<file path="src/rtl/gemm_issue_seq_if.sv">
// gemm_issue_seq_if: bundle of the GEMM issue sequencer's handshake and bus signals.
// slave is the sequencer side; master is the side that drives the FU, scratchpad,
// array and writeback inputs.
interface gemm_issue_seq_if #(
  parameter int unsigned MAT_W = 4,
  parameter int unsigned DEPTH = 4
) ();
  localparam int unsigned CntW = $clog2(DEPTH) + 1;

  logic             push_valid;
  logic             push_ready;
  logic             push_new_weight;
  logic [MAT_W-1:0] push_rd;
  logic [MAT_W-1:0] push_rs1;
  logic [MAT_W-1:0] push_rs2;
  logic [MAT_W-1:0] push_rs3;
  logic [CntW-1:0]  fifo_count;
  logic             sp_req_valid;
  logic             sp_req_ready;
  logic [1:0]       sp_req_kind;
  logic [MAT_W-1:0] sp_req_mat;
  logic             array_start;
  logic             array_done;
  logic             wb_valid;
  logic             wb_ready;
  logic [MAT_W-1:0] wb_rd;
  logic             busy;

  modport slave (
    input  push_valid, push_new_weight, push_rd, push_rs1, push_rs2, push_rs3,
    input  sp_req_ready, array_done, wb_ready,
    output push_ready, fifo_count, sp_req_valid, sp_req_kind, sp_req_mat,
    output array_start, wb_valid, wb_rd, busy
  );

  modport master (
    output push_valid, push_new_weight, push_rd, push_rs1, push_rs2, push_rs3,
    output sp_req_ready, array_done, wb_ready,
    input  push_ready, fifo_count, sp_req_valid, sp_req_kind, sp_req_mat,
    input  array_start, wb_valid, wb_rd, busy
  );
endinterface

</file>
<file path="src/rtl/gemm_issue_seq.sv">
// gemm_issue_seq: buffers GEMM instruction entries in a small FIFO and steps each one
// through weight/input/psum scratchpad loads, an array compute and a result writeback.
// Optional macro GEMM_WEIGHT_SKIP_EN: when defined, the weight load is skipped for
// entries whose new_weight flag is clear (resident weights are reused).
module gemm_issue_seq #(
  parameter int unsigned MAT_W = 4,
  parameter int unsigned DEPTH = 4
) (
  input  logic            CLK,
  input  logic            RST,
  gemm_issue_seq_if.slave io_bus
);
  localparam int unsigned PtrW = $clog2(DEPTH);
  localparam int unsigned CntW = PtrW + 1;

  typedef struct packed {
    logic             new_weight;
    logic [MAT_W-1:0] rd;
    logic [MAT_W-1:0] rs3;
    logic [MAT_W-1:0] rs2;
    logic [MAT_W-1:0] rs1;
  } entry_t;

  typedef enum logic [2:0] {
    StIdle, StLdW, StLdI, StLdP, StStart, StWait, StWb
  } state_e;

  entry_t           r_mem [DEPTH];
  logic [PtrW-1:0]  r_wptr;
  logic [PtrW-1:0]  r_rptr;
  logic [CntW-1:0]  r_count;
  logic [MAT_W-1:0] r_cur_rd;
  logic [MAT_W-1:0] r_cur_rs1;
  logic [MAT_W-1:0] r_cur_rs2;
  logic [MAT_W-1:0] r_cur_rs3;
  state_e           r_state;
  state_e           w_state_d;

  logic   w_full;
  logic   w_push;
  logic   w_pop;
  logic   w_need_w;
  entry_t w_push_ent;
  entry_t w_head;

  assign w_full     = (r_count == CntW'(DEPTH));
  assign w_push     = io_bus.push_valid && !w_full;
  // Only one entry in flight: the head is taken only while the sequencer is idle.
  assign w_pop      = (r_state == StIdle) && (r_count != '0);
  assign w_head     = r_mem[r_rptr];
  assign w_push_ent = '{new_weight: io_bus.push_new_weight, rd: io_bus.push_rd,
                        rs3: io_bus.push_rs3, rs2: io_bus.push_rs2, rs1: io_bus.push_rs1};

`ifdef GEMM_WEIGHT_SKIP_EN
  assign w_need_w = w_head.new_weight;
`else
  // new_weight is kept in the FIFO but every entry reloads weights.
  logic w_unused_nw;
  assign w_unused_nw = w_head.new_weight;
  assign w_need_w    = 1'b1;
`endif

  // FIFO data storage; contents are don't-care until written, so no reset.
  always_ff @(posedge CLK) begin
    if (w_push) begin
      r_mem[r_wptr] <= w_push_ent;
    end
  end

  // FIFO pointers and occupancy; pointers wrap naturally since DEPTH is a power of two.
  always_ff @(posedge CLK) begin
    if (RST) begin
      r_wptr  <= '0;
      r_rptr  <= '0;
      r_count <= '0;
    end else begin
      if (w_push) r_wptr <= r_wptr + PtrW'(1);
      if (w_pop)  r_rptr <= r_rptr + PtrW'(1);
      case ({w_push, w_pop})
        2'b10:   r_count <= r_count + CntW'(1);
        2'b01:   r_count <= r_count - CntW'(1);
        default: r_count <= r_count;
      endcase
    end
  end

  // Current-entry register, loaded on pop and held for the whole entry lifetime.
  always_ff @(posedge CLK) begin
    if (RST) begin
      r_cur_rd  <= '0;
      r_cur_rs1 <= '0;
      r_cur_rs2 <= '0;
      r_cur_rs3 <= '0;
    end else if (w_pop) begin
      r_cur_rd  <= w_head.rd;
      r_cur_rs1 <= w_head.rs1;
      r_cur_rs2 <= w_head.rs2;
      r_cur_rs3 <= w_head.rs3;
    end
  end

  // Sequencer state register.
  always_ff @(posedge CLK) begin
    if (RST) r_state <= StIdle;
    else     r_state <= w_state_d;
  end

  // Next-state and request outputs; outputs depend only on registered state, so
  // kind/mat/rd are stable for as long as a request is held.
  always_comb begin
    w_state_d           = r_state;
    io_bus.sp_req_valid = 1'b0;
    io_bus.sp_req_kind  = 2'd0;
    io_bus.sp_req_mat   = '0;
    io_bus.array_start  = 1'b0;
    io_bus.wb_valid     = 1'b0;
    io_bus.wb_rd        = '0;
    unique case (r_state)
      StIdle: begin
        if (w_pop) w_state_d = w_need_w ? StLdW : StLdI;
      end
      StLdW: begin
        io_bus.sp_req_valid = 1'b1;
        io_bus.sp_req_kind  = 2'd0;
        io_bus.sp_req_mat   = r_cur_rs2;
        if (io_bus.sp_req_ready) w_state_d = StLdI;
      end
      StLdI: begin
        io_bus.sp_req_valid = 1'b1;
        io_bus.sp_req_kind  = 2'd1;
        io_bus.sp_req_mat   = r_cur_rs1;
        if (io_bus.sp_req_ready) w_state_d = StLdP;
      end
      StLdP: begin
        io_bus.sp_req_valid = 1'b1;
        io_bus.sp_req_kind  = 2'd2;
        io_bus.sp_req_mat   = r_cur_rs3;
        if (io_bus.sp_req_ready) w_state_d = StStart;
      end
      StStart: begin
        io_bus.array_start = 1'b1;
        w_state_d          = StWait;
      end
      StWait: begin
        // array_done is only honoured here; pulses in other states are dropped.
        if (io_bus.array_done) w_state_d = StWb;
      end
      StWb: begin
        io_bus.wb_valid = 1'b1;
        io_bus.wb_rd    = r_cur_rd;
        if (io_bus.wb_ready) w_state_d = StIdle;
      end
      default: w_state_d = StIdle;
    endcase
  end

  assign io_bus.fifo_count = r_count;
  assign io_bus.push_ready = !w_full;
  assign io_bus.busy       = (r_state != StIdle);

endmodule

</file>
<file path="src/flat_wrapper.sv">
// flat-port wrapper written by rule: the top's interface ports become plain ports
module gemm_issue_seq_flat 
#(
  parameter int unsigned MAT_W = 4,
  parameter int unsigned DEPTH = 4
)
  (CLK, RST, io_bus_push_valid, io_bus_push_new_weight, io_bus_push_rd, io_bus_push_rs1, io_bus_push_rs2, io_bus_push_rs3, io_bus_sp_req_ready, io_bus_array_done, io_bus_wb_ready, io_bus_push_ready, io_bus_fifo_count, io_bus_sp_req_valid, io_bus_sp_req_kind, io_bus_sp_req_mat, io_bus_array_start, io_bus_wb_valid, io_bus_wb_rd, io_bus_busy);
  gemm_issue_seq_if #(.MAT_W(MAT_W), .DEPTH(DEPTH)) io_bus_i ();
  input  logic CLK;
  input  logic RST;
  input wire logic [$bits(io_bus_i.push_valid)-1:0] io_bus_push_valid;
  input wire logic [$bits(io_bus_i.push_new_weight)-1:0] io_bus_push_new_weight;
  input wire logic [$bits(io_bus_i.push_rd)-1:0] io_bus_push_rd;
  input wire logic [$bits(io_bus_i.push_rs1)-1:0] io_bus_push_rs1;
  input wire logic [$bits(io_bus_i.push_rs2)-1:0] io_bus_push_rs2;
  input wire logic [$bits(io_bus_i.push_rs3)-1:0] io_bus_push_rs3;
  input wire logic [$bits(io_bus_i.sp_req_ready)-1:0] io_bus_sp_req_ready;
  input wire logic [$bits(io_bus_i.array_done)-1:0] io_bus_array_done;
  input wire logic [$bits(io_bus_i.wb_ready)-1:0] io_bus_wb_ready;
  output wire logic [$bits(io_bus_i.push_ready)-1:0] io_bus_push_ready;
  output wire logic [$bits(io_bus_i.fifo_count)-1:0] io_bus_fifo_count;
  output wire logic [$bits(io_bus_i.sp_req_valid)-1:0] io_bus_sp_req_valid;
  output wire logic [$bits(io_bus_i.sp_req_kind)-1:0] io_bus_sp_req_kind;
  output wire logic [$bits(io_bus_i.sp_req_mat)-1:0] io_bus_sp_req_mat;
  output wire logic [$bits(io_bus_i.array_start)-1:0] io_bus_array_start;
  output wire logic [$bits(io_bus_i.wb_valid)-1:0] io_bus_wb_valid;
  output wire logic [$bits(io_bus_i.wb_rd)-1:0] io_bus_wb_rd;
  output wire logic [$bits(io_bus_i.busy)-1:0] io_bus_busy;
  assign io_bus_i.push_valid = io_bus_push_valid;
  assign io_bus_i.push_new_weight = io_bus_push_new_weight;
  assign io_bus_i.push_rd = io_bus_push_rd;
  assign io_bus_i.push_rs1 = io_bus_push_rs1;
  assign io_bus_i.push_rs2 = io_bus_push_rs2;
  assign io_bus_i.push_rs3 = io_bus_push_rs3;
  assign io_bus_i.sp_req_ready = io_bus_sp_req_ready;
  assign io_bus_i.array_done = io_bus_array_done;
  assign io_bus_i.wb_ready = io_bus_wb_ready;
  assign io_bus_push_ready = io_bus_i.push_ready;
  assign io_bus_fifo_count = io_bus_i.fifo_count;
  assign io_bus_sp_req_valid = io_bus_i.sp_req_valid;
  assign io_bus_sp_req_kind = io_bus_i.sp_req_kind;
  assign io_bus_sp_req_mat = io_bus_i.sp_req_mat;
  assign io_bus_array_start = io_bus_i.array_start;
  assign io_bus_wb_valid = io_bus_i.wb_valid;
  assign io_bus_wb_rd = io_bus_i.wb_rd;
  assign io_bus_busy = io_bus_i.busy;
  gemm_issue_seq #(.MAT_W(MAT_W), .DEPTH(DEPTH)) u_core (.CLK(CLK), .RST(RST), .io_bus(io_bus_i));
endmodule
</file>
<file path="config.mk">
export PLATFORM = sky130hd
export DESIGN_NAME = gemm_issue_seq_flat
export DESIGN_NICKNAME = d
export VERILOG_FILES = /design/src/rtl/gemm_issue_seq_if.sv /design/src/rtl/gemm_issue_seq.sv /design/src/flat_wrapper.sv
export SDC_FILE = /design/constraint.sdc
export NUM_CORES = 1
export LEC_CHECK = 0
export BUFFER_PORTS_ARGS = -buffer_cell sky130_fd_sc_hd__buf_4
export CORE_ASPECT_RATIO = 0.9
export CORE_MARGIN = 2
export CORE_UTILIZATION = 41
export CTS_CLUSTER_SIZE = 24
export DETAILED_ROUTE_END_ITERATION = 8
export PLACE_DENSITY = 0.59
export SLEW_MARGIN = 20
export SYNTH_ARGS = -nofsm -noshare
export SYNTH_HDL_FRONTEND = slang
export SYNTH_SLANG_ARGS = --single-unit
</file>
<file path="constraint.sdc">
create_clock -name CLK -period 2.2 [get_ports CLK]
set_clock_uncertainty 0.15 [all_clocks]
set_input_delay 0.22 -clock CLK [delete_from_list [all_inputs] [get_ports CLK]]
set_output_delay 0.22 -clock CLK [all_outputs]
set_load 0.05 [all_outputs]
</file>
==> impl_results.md, run 1 <==
* Status: finished with violations
* Violated checks: negative setup slack
* Post-Syn Area at 3724 um^2
* Ys flop type: edfxtp_1
* Slew Limit Fails at 0
* Total Die Area at 9862 um^2
* Post-Synth Adder-Cell Area at 2.218%
* Sequential power share at 39.6%
* Max Buffers Root-to-Sink at 2
* Vias in the first global route at 2183
* Via count at 2178
* Die X at 104.5 um
* Net Switching at 1.995 mW
* DR WL/cell at 15.14 um
* Async SR Flop Fraction at 0%
* Port bufs at 39
* Main combinational cell family by area after synthesis: multiplexers
* Synth cell types at 40
* Fmax at 450.5 MHz
* Area grow syn2layout at 22.85%
* Clock Sinks at 90
* Overflow after GRT at 0
* Routability cong. at 0.7225
* Peak supply drop at 640.0 uV
* Worst setup EP type: register
* YS warnings at 0
* Detail Route Antenna Nets at 0
* Hold depth at 3
* Htree depth at 3
* Dpl cells at 414
* Syn Area/Cell at 14.38 um^2
* Sequential-to-total area share from yosys stat at 65.59%
* Hold_ws at 0.01072 ns
* Initial antenna violation count at 0
* Count leader, synth: edfxtp_1
* 1st-pass router iterations at 5
* Postcts setup bufs at 0
* Detailed Route Iter0 Violations at 68
* Worst Max-Slew Pin Slew at 0.8860 ns
* Reg2reg end: u_core.io_bus.fifo_count[2]
* Endpoint, Worst Hold: u_core.r_state[2]
* #FFs+latches synth at 90
* Switching Share at 34.78%
* Register area at 2450 um^2
* Final core occ at 52.65%
* DRC at 0
* Non-filler instance count after layout at 446
* Post-synth top cells: edfxtp_1 (64), nand2_1 (40), dfxtp_1 (26)
* Flop2flop setup slack at -0.02 ns
* Post-DP HPWL at 4213 um
* WP data arrival at 2.36 ns
* Die Span Y at 94.41 um
* Layout cells sized above 1 at 32.11%
* Combinational power share at 39.3%
* Final setup margin at -0.01966 ns
* Hold Crit Class: in2reg
* Crit path kind: reg2reg
* Ports at 41
* Fill cells at 749
* Post-Syn Instances at 259
* Synth Area in Compound Gates at 4.772%
* Clock share of power at 21.1%
* Period Utilization, post-route at 100.9%
* Final Hold Viols at 0
* Post-synth EDFFs at 64
* Core area at 8688 um^2
* Root buffer cell: clkbuf_8
* Max_slew headroom at 40.93%
* First-pass GRT wire length at 10940 um
* Syn Nets at 288
* Peak fanout along the critical path at 2
* Clock transition at the registers of the reported paths at 0.09 ns
* Fraction of synthesized area in multiplexers at 11.16%
* Vias per inst at 4.883
* Area occupied by multi-input gates at 1152 um^2
* Cts bufs inserted at 9
* Starting Density at 42.86%
* Worst Setup Start Kind: register
* Nets at 351
* Place WS at 0.001794 ns
* Std cell rows at 32
* Int Pwr at 3.742 mW
* Clk Latency, worst-skew pair at 0.36 ns
* Total global-route track usage at 14.86%
* Pleak at 1.690 nW
* CP required at 2.34 ns
* Post-Synth XOR/XNOR Area at 1.176%
* Synth top area share at 51.61%
* FF-to-FF Start: u_core.io_bus.fifo_count[1]
* Pwr per Cell Area at 1254 nW/um^2
* Crit path time final at 2.220 ns
* RSZ-0062 raised after global routing: yes
* Post-Synth Simple-Gate Area at 10.99%
* R2R cell count at 9
* Largest net degree at the start of global routing at 28
* Final-report setup violation count at 1
* CTS tree: built
* Max-cap violation count at 0
* Min-delay src: io_bus_sp_req_ready
* Area leader, netlist: edfxtp_1
* Synth top area cells: edfxtp_1 (52%), dfxtp_1 (14%), mux4_2 (9.7%)
* Diodes inserted at 0
* DRT Wirelength at 6752 um
[power groups by stage]
| stage | Clock, mW | Combinational, mW | Sequential, mW |
|---|---|---|---|
| global route | 1.31 | 2.49 | 2.30 |
| floorplan | 0 | 1.65 | 2.36 |
| finish | 1.21 | 2.26 | 2.27 |
| CTS | 1.24 | 2.28 | 2.27 |
| detailed placement | 0 | 2.25 | 2.31 |
| global placement | 0 | 2.22 | 2.29 |
[through the flow]
step | TNS (ns) | cell area, um^2 | total power [mW]
2_1_floorplan | -0.3368 | 3750 | 4.015
3_3_place_gp | 0 | 4182 | 4.517
3_5_place_dp | 0 | 4182 | 4.554
4_1_cts | -0.01603 | 4562 | 5.785
5_1_grt | -0.1044 | 4574 | 6.102
6_report | -0.01966 | 4574 | 5.737
[state kept, by name, summed over array words and instances (netlist names), 3 cells and up]
signal / cells
u_core.r_cur_rs3: 4
u_core.r_cur_rs2: 4
u_core.r_cur_rd: 4
u_core.io_bus.fifo_count: 3
u_core.r_mem: 64
u_core.r_cur_rs1: 4
u_core.r_state: 3
[routing by layer]
layer  global-route usage (%)  wire length, um  vias to the layer above
met1                    19.42             3320                     1063
met4                    7.545               83                        0
met2                    23.86             3089                       43
li1                         -                -                     1064
met3                    3.037              258                        8
met5                        0                0                        -
[placed cells by master (no fill, tap or decap), types with 2 or more instances in the layout]
cell and n:
inv_4 2, a21oi_1 22, dfxtp_1 22, and2_1 4
clkinv_4 2, mux4_2 16, edfxtp_1 64, inv_1 7
xor2_1 3, clkbuf_8 9, buf_4 49, dfxtp_2 3
dlygate4sd3_1 16, ha_1 4, and3_1 4, mux2_2 4
nand2_1 40, or3_1 2, bufinv_16 2, xnor2_1 2
nor2_1 17, o21ai_0 2
[what timing repair did]
| action | CTS | global route |
|---|---|---|
| setup endpoints to repair | 1 | 5 |
| gates resized for setup | 1 | 4 |
| gates cloned | 0 | 0 |
| hold buffers | 16 | 0 |
| hold endpoints to repair | 64 | 0 |
[cells by family (layout without fill, tap and decap cells)]
family / after synthesis / count (layout)
xor+xnor: 5 / 5
simple gates: 81 / 81
buf+inv: 25 / 93
flops: 90 / 90
compound gates: 31 / 31
mux: 21 / 21
fa+ha+maj: 6 / 6
[area by class of cell]
cell class / count / area share (%)
Sequential cell: 90 / 53.56
Multi-Input combinational cell: 144 / 25.19
Timing Repair Buffer: 67 / 12.31
Tap cell: 119 / 3.255
Clock buffer: 9 / 2.708
Clock inverter: 7 / 2.051
Inverter: 10 / 0.9300
[critical path, cell delays in order, from the launching register on]
cell     delay, ns
dfxtp_2       0.33
or3b_4        0.39
and2_4        0.16
inv_4         0.05
ha_4          0.13
inv_2         0.03
fa_2          0.33
xor2_1        0.15
or3_1         0.32
a21oi_2       0.12
[worst max path at each step]
stage          slack, ns                           to                         from  cells after the start
2_1_floorplan      -0.24  u_core.io_bus.fifo_count[2]  u_core.io_bus.fifo_count[2]                      9
3_3_place_gp        0.01  u_core.io_bus.fifo_count[2]  u_core.io_bus.fifo_count[2]                      9
3_5_place_dp       0.002  u_core.io_bus.fifo_count[2]  u_core.io_bus.fifo_count[1]                      9
4_1_cts            -0.02  u_core.io_bus.fifo_count[2]  u_core.io_bus.fifo_count[1]                      9
5_1_grt            -0.10  u_core.io_bus.fifo_count[2]  u_core.io_bus.fifo_count[1]                      9
6_report           -0.02  u_core.io_bus.fifo_count[2]  u_core.io_bus.fifo_count[1]                      9
Note: power is estimated with default switching activity, not from simulation.
==> run 2: changes to the inputs <==
Settings changed: ABC_AREA set to 1, RECOVER_POWER set to 50.
==> run 2 against run 1 <==
Net effect:
- setup slack better by 0.17 ns
- cell area shrank 2.8%
- combinational power down 4%
- synthesized area down 0.57%
- global-route usage up 1.4 points
- sequential power is 3% higher
- die area is 0.55% lower
- highest routed layer unchanged
- critical endpoint is now io_bus_sp_req_mat[2]
- the flow now finishes without violations
- sequential share of layout area rose by 1.7 points
- utilization decreased by 1.5 points
==> impl_results.md, run 2 <==
* Status: complete, no violations
* Slowest CP cell: dfxtp_1
* Synth top area share at 51.91%
* Starting Density at 42.61%
* Total Power at 5.453 mW
* Post-synth EDFFs at 64
* Met2 usage in global routing at 27.14%
* Final setup margin at 0.1551 ns
* Detailed Route Iter0 Violations at 92
* Synth top area cells: edfxtp_1 (52%), dfxtp_1 (14%), nor2_1 (8.3%)
* Ys flop type: edfxtp_1
* Ports at 41
* Crit path time final at 2.045 ns
* GR Layer Usage met3 at 4.785%
* WP data arrival at 1.67 ns
* Cts bufs inserted at 9
* Max incr delay on CP at 0.44 ns
* Register with the most flip-flops: u_core.r_mem
* Die X at 104.2 um
* Worst setup EP type: primary output
* Area grow syn2layout at 20.04%
* DRC at 0
* Die Span Y at 94.15 um
* Net Switching at 2.203 mW
* Post-synth top cells: nor2_1 (82), edfxtp_1 (64), o21ai_0 (44)
* Crit path depth at 7
* Syn Area/Cell at 10.64 um^2
* Nets at 442
* DRT Wirelength at 7445 um
* Buf/Inv on CP at 3
* Endpoint, Worst Hold: u_core.r_wptr[0]
* First-pass GRT wire length at 12120 um
* Commonest non-fill, non-tap cell in the layout: nor2_1
* Sequential-to-total area share from yosys stat at 65.97%
* R2R cell count at 10
* Switching Share at 40.39%
* Crit path kind: reg2out
* Via count at 2541
* Clock transition at the registers of the reported paths at 0.08 ns
* Reg2reg end: u_core.io_bus.fifo_count[2]
* Layout cells sized above 1 at 17.46%
* Final Cell Area at 4444 um^2
* Combinational power share at 39.8%
* Setup TNS Final at 0 ns
* Min-delay src: io_bus_push_valid
* Async SR Flop Fraction at 0%
* Max-cap violation count at 0
* Hold Crit Class: in2reg
* Diodes inserted at 0
* Clk Latency, worst-skew pair at 0.36 ns
* Final Hold Viols at 0
* Overflow after GRT at 0
* Commonest cells after routing, fill and taps aside: nor2_1 (76), edfxtp_1 (64), o21ai_0 (44)
* Synth cell types at 26
* Most common cell on crit path: nor2_2
* Slew Limit Fails at 0
* Period Utilization, post-route at 92.95%
* Max Buffers Root-to-Sink at 2
* CP required at 1.83 ns
* Met1 usage in global routing at 20.97%
* Count leader, synth: nor2_1
* Fmax at 489.0 MHz
* Total global-route track usage at 16.31%
* Post-DP HPWL at 4697 um
* Pwr per Cell Area at 1227 nW/um^2
* Std cell rows at 32
* Detail Route Antenna Nets at 0
* Vias per inst at 4.732
* Total Die Area at 9807 um^2
* Postcts setup bufs at 0
* YS warnings at 0
* Htree depth at 3
* FF-to-FF Start: u_core.io_bus.fifo_count[0]
* 1st-pass router iterations at 5
* Area after DPL at 4180 um^2
* Initial antenna violation count at 0
* Largest net degree at the start of global routing at 34
* Final-report setup violation count at 0
* Sequential power share at 42.9%
* Clock Sinks at 90
* Syn Nets at 377
* Flop2flop setup slack at 0.16 ns
* Post-Syn Instances at 348
* Routability cong. at 0.8129
* CTS tree: built
* Int Pwr at 3.250 mW
* Vias in the first global route at 2428
* #FFs+latches synth at 90
* Peak fanout along the critical path at 5
* Area leader, netlist: edfxtp_1
* Max_slew headroom at 55.77%
* Hold depth at 3
* Top Usage Layer GRT: met2
* Port bufs at 39
* Worst Max-Slew Pin Slew at 0.6628 ns
* Core area at 8688 um^2
* CP cell instances: inv_2 -> nor2_2 -> inv_1 -> nor2_2 -> nand2_1 -> nand3_1 -> buf_4
* Place WS at 0.1493 ns
* DR WL/cell at 13.86 um
* Largest register FFs at 64
* Root buffer cell: clkbuf_8
* Pleak at 1.659 nW
* RSZ-0062 raised after global routing: no
* Largest delay contributor family on the critical path: simple AND/OR/NAND/NOR gates
* Peak supply drop at 579.5 uV
* Final core occ at 51.15%
* Clock share of power at 17.3%
* Post-Syn Area at 3702 um^2
* Worst Setup Start Kind: register
-- run 2: changes by cell type after synthesis, sizes merged, moves of 14 or more --
cell   change
inv       +19
o22ai     +15
nor2      +71
a21oi     -14
mux4      -16
o21ai     +53
-- run 2: worst min-delay path, stage by stage --
cell and delay [ns]:
buf_4 0.09, nand2_4 0.08, a21oi_1 0.14
-- run 2: stage by stage --
stage | hold slack, ns | instances
after floorplan | 0.1327 | 348
after global placement | 0.2466 | 504
after detailed placement | 0.2507 | 504
after CTS | 0.04637 | 537
after global routing | 0.07738 | 537
final | 0.06379 | 537
-- run 2: power by group through the flow --
stage / Clock (mW) / Combinational, mW / Sequential, mW
2_1_floorplan: 0 / 1.58 / 2.43
3_3_place_gp: 0 / 2.19 / 2.37
3_5_place_dp: 0 / 2.21 / 2.37
4_1_cts: 0.978 / 2.24 / 2.33
5_1_grt: 1.04 / 2.46 / 2.38
6_report: 0.944 / 2.17 / 2.34
-- run 2: cell families (layout without fill, tap and decap cells) --
family | Yosys count | in the layout | synth area share [%]
AOI/OAI and AO/OA | 80 | 80 | 11.56
buffers and inverters | 42 | 112 | 5.373
and+or+nand+nor | 130 | 130 | 14.87
adders and majority gates | 6 | 6 | 2.231
DFF | 90 | 90 | 65.97
-- run 2: how the worst max path moves through the flow --
stage | start | to | slack (ns)
global placement | u_core.io_bus.fifo_count[0] | u_core.io_bus.fifo_count[2] | 0.17
floorplan | u_core.io_bus.fifo_count[0] | u_core.io_bus.fifo_count[2] | 0.03
CTS | u_core.r_state[0] | io_bus_sp_req_mat[2] | 0.05
global route | u_core.io_bus.fifo_count[0] | u_core.io_bus.fifo_count[2] | 0.01
finish | u_core.r_state[0] | io_bus_sp_req_mat[2] | 0.16
detailed placement | u_core.io_bus.fifo_count[0] | u_core.io_bus.fifo_count[2] | 0.15
-- run 2: repair_timing --
| action | 4_1_cts | 5_1_grt |
|---|---|---|
| hold buffers | 17 | 0 |
| gates resized for setup | 0 | 2 |
| setup endpoints to repair | 0 | 5 |
| endpoints found under the hold margin | 66 | 0 |
-- run 2: area by class of cell --
class	count	area [um^2]
Clock inverter	7	36.28
Timing Repair Buffer	67	471.7
Clock buffer	9	123.9
Sequential cell	90	2454
Multi-Input combinational cell	216	1099
Inverter	29	111.4
Fill cell	804	4244
Tap cell	119	148.9
-- run 2: layer usage --
| metal | share of wire [%] | vias up |
|---|---|---|
| li1 | - | 1316 |
| met4 | 1.2 | 0 |
| met5 | 0 | - |
| met1 | 49 | 1156 |
| met2 | 44 | 61 |
| met3 | 5.0 | 8 |
==> run 3: changes to the inputs <==
Settings changed: REMOVE_ABC_BUFFERS set to 1.
==> run 3 against run 2 <==
Net effect:
- first-iteration DRC count rose by 2.2%
- total power rose by 0.82%
- wire length is 0.15% lower
- sequential cell count unchanged
- global-route usage grew 0.50 points
- sequential share of layout area is 0.24 points higher
- maximum frequency up 1.1%
- utilization shrank 0.43 points
- clock-buffer cell count up 3
- clock power increased by 15%
- setup slack gained 0.022 ns
- largest cell class unchanged
==> impl_results.md, run 3 (synthesis gave the netlist of run 2 again) <==
* Detailed Route Iter0 Violations at 94
* Cts bufs inserted at 9
* Port bufs at 39
* Slew Limit Fails at 0
* Crit path kind: reg2out
* Initial antenna violation count at 0
* Max Buffers Root-to-Sink at 2
* Vias in the first global route at 2492
* Final Cell Area at 4407 um^2
* Pleak at 1.651 nW
* Htree depth at 3
* Slowest CP cell: dfxtp_1
* Max-cap violation count at 0
* DRC at 0
* Peak supply drop at 574.6 uV
* Setup TNS Final at 0 ns
* Commonest cells after routing, fill and taps aside: nor2_1 (82), edfxtp_1 (64), o21ai_0 (46)
* Routability cong. at 0.8549
* Die Span Y at 94.15 um
* Worst Max-Slew Pin Slew at 0.7016 ns
* Register with the most flip-flops: u_core.r_mem
* WP data arrival at 1.65 ns
* Diodes inserted at 0
* Worst setup EP type: primary output
* Period Utilization, post-route at 91.97%
* RSZ-0062 raised after global routing: no
* Crit path time final at 2.023 ns
* Place WS at 0.1899 ns
* Layout cells sized above 1 at 13.64%
* Final setup margin at 0.1767 ns
* Final-report setup violation count at 0
* Buf/Inv on CP at 3
* Ports at 41
* Detail Route Antenna Nets at 0
* DRT Wirelength at 7434 um
* CTS tree: built
* Total global-route track usage at 16.80%
* First-pass GRT wire length at 12470 um
* Std cell rows at 32
* Worst Setup Start Kind: register
* CP cell instances: buf_4 -> nor2_2 -> inv_1 -> nor2_2 -> nand2_1 -> nand3_1 -> buf_4
* Area after DPL at 4139 um^2
* Pwr per Cell Area at 1248 nW/um^2
* Final core occ at 50.72%
* Clock Sinks at 90
* Area grow syn2layout at 19.03%
* Core area at 8688 um^2
* Starting Density at 42.61%
* Total Power at 5.498 mW
* Final Hold Viols at 0
* Peak fanout along the critical path at 7
* Root buffer cell: clkbuf_8
* Overflow after GRT at 0
* Hold Crit Class: in2reg
* Largest register FFs at 64
* Post-DP HPWL at 4566 um
* Die X at 104.2 um
* Commonest non-fill, non-tap cell in the layout: nor2_1
* Largest delay contributor family on the critical path: simple AND/OR/NAND/NOR gates
* Vias per inst at 4.808
* Via count at 2582
* 1st-pass router iterations at 4
* Fmax at 494.2 MHz
* Total Die Area at 9807 um^2
* Nets at 442
* CP required at 1.83 ns
* Max_slew headroom at 53.18%
* DR WL/cell at 13.84 um
* Clock transition at the registers of the reported paths at 0.08 ns
* Clk Latency, worst-skew pair at 0.34 ns
* Largest net degree at the start of global routing at 34
* Status: complete, no violations
* Max incr delay on CP at 0.34 ns
## run 3: changes by cell type in the layout (fill, tap and decap cells not counted), sizes merged
cell / previous run / this run
inv: 29 / 30
clkinv: 6 / 1
buf: 30 / 25
bufinv: 0 / 1
clkbuf: 29 / 37
## run 3: layer usage
layer	track usage, %	vias to the layer above	routed length, um
met5	0	-	0
met4	5.180	0	45
met3	5.201	4	395
met2	29.39	54	3590
met1	20.02	1206	3402
li1	-	1318	-
## run 3: what timing repair did
item                                    in CTS  in global routing
gates resized for setup                      0                  2
hold buffers                                17                  0
endpoints found under the hold margin       66                  0
endpoints found under the setup margin       0                  4
buffers inserted                             0                  0
## run 3: metrics by stage
stage          hold WS (ns)  std cells
2_1_floorplan        0.1391        335
3_5_place_dp         0.2570        504
5_1_grt              0.1205        537
3_3_place_gp         0.2562        504
4_1_cts             0.05240        537
6_report            0.09395        537
## run 3: cell type report
class,count,area (um^2)
Multi-Input combinational cell,216,1052
Inverter,29,111.4
Clock buffer,12,145.1
Sequential cell,90,2444
Timing Repair Buffer,67,454.2
Fill cell,834,4282
Clock inverter,4,51.30
Tap cell,119,148.9
## run 3: power by group
part           internal [mW]  total (mW)  leakage, nW  switching, mW
registers               2.16        2.31        0.802          0.147
clock network          0.559        1.09       0.0970          0.535
logic                  0.622        2.10        0.752           1.48
## run 3: final timing paths
path	startpoint	end	slack, ns	cells after the start
min	io_bus_array_done	u_core.r_state[2]	0.09	4
max	u_core.r_state[1]	io_bus_sp_req_mat[3]	0.18	7
max reg2reg	u_core.io_bus.fifo_count[1]	u_core.io_bus.fifo_count[2]	0.19	11
min reg2reg	u_core.r_cur_rd[0]	u_core.r_cur_rd[0]	0.37	2
## run 3: worst reg2reg max path, cell delays in order (launching register included)
cell	delay [ns]
dfxtp_1	0.38
nor2_1	0.07
nand2_1	0.12
nand3_4	0.09
inv_4	0.06
ha_1	0.13
inv_1	0.07
fa_1	0.38
a21oi_1	0.14
o21ai_0	0.11
o21ai_0	0.16
a21oi_1	0.05
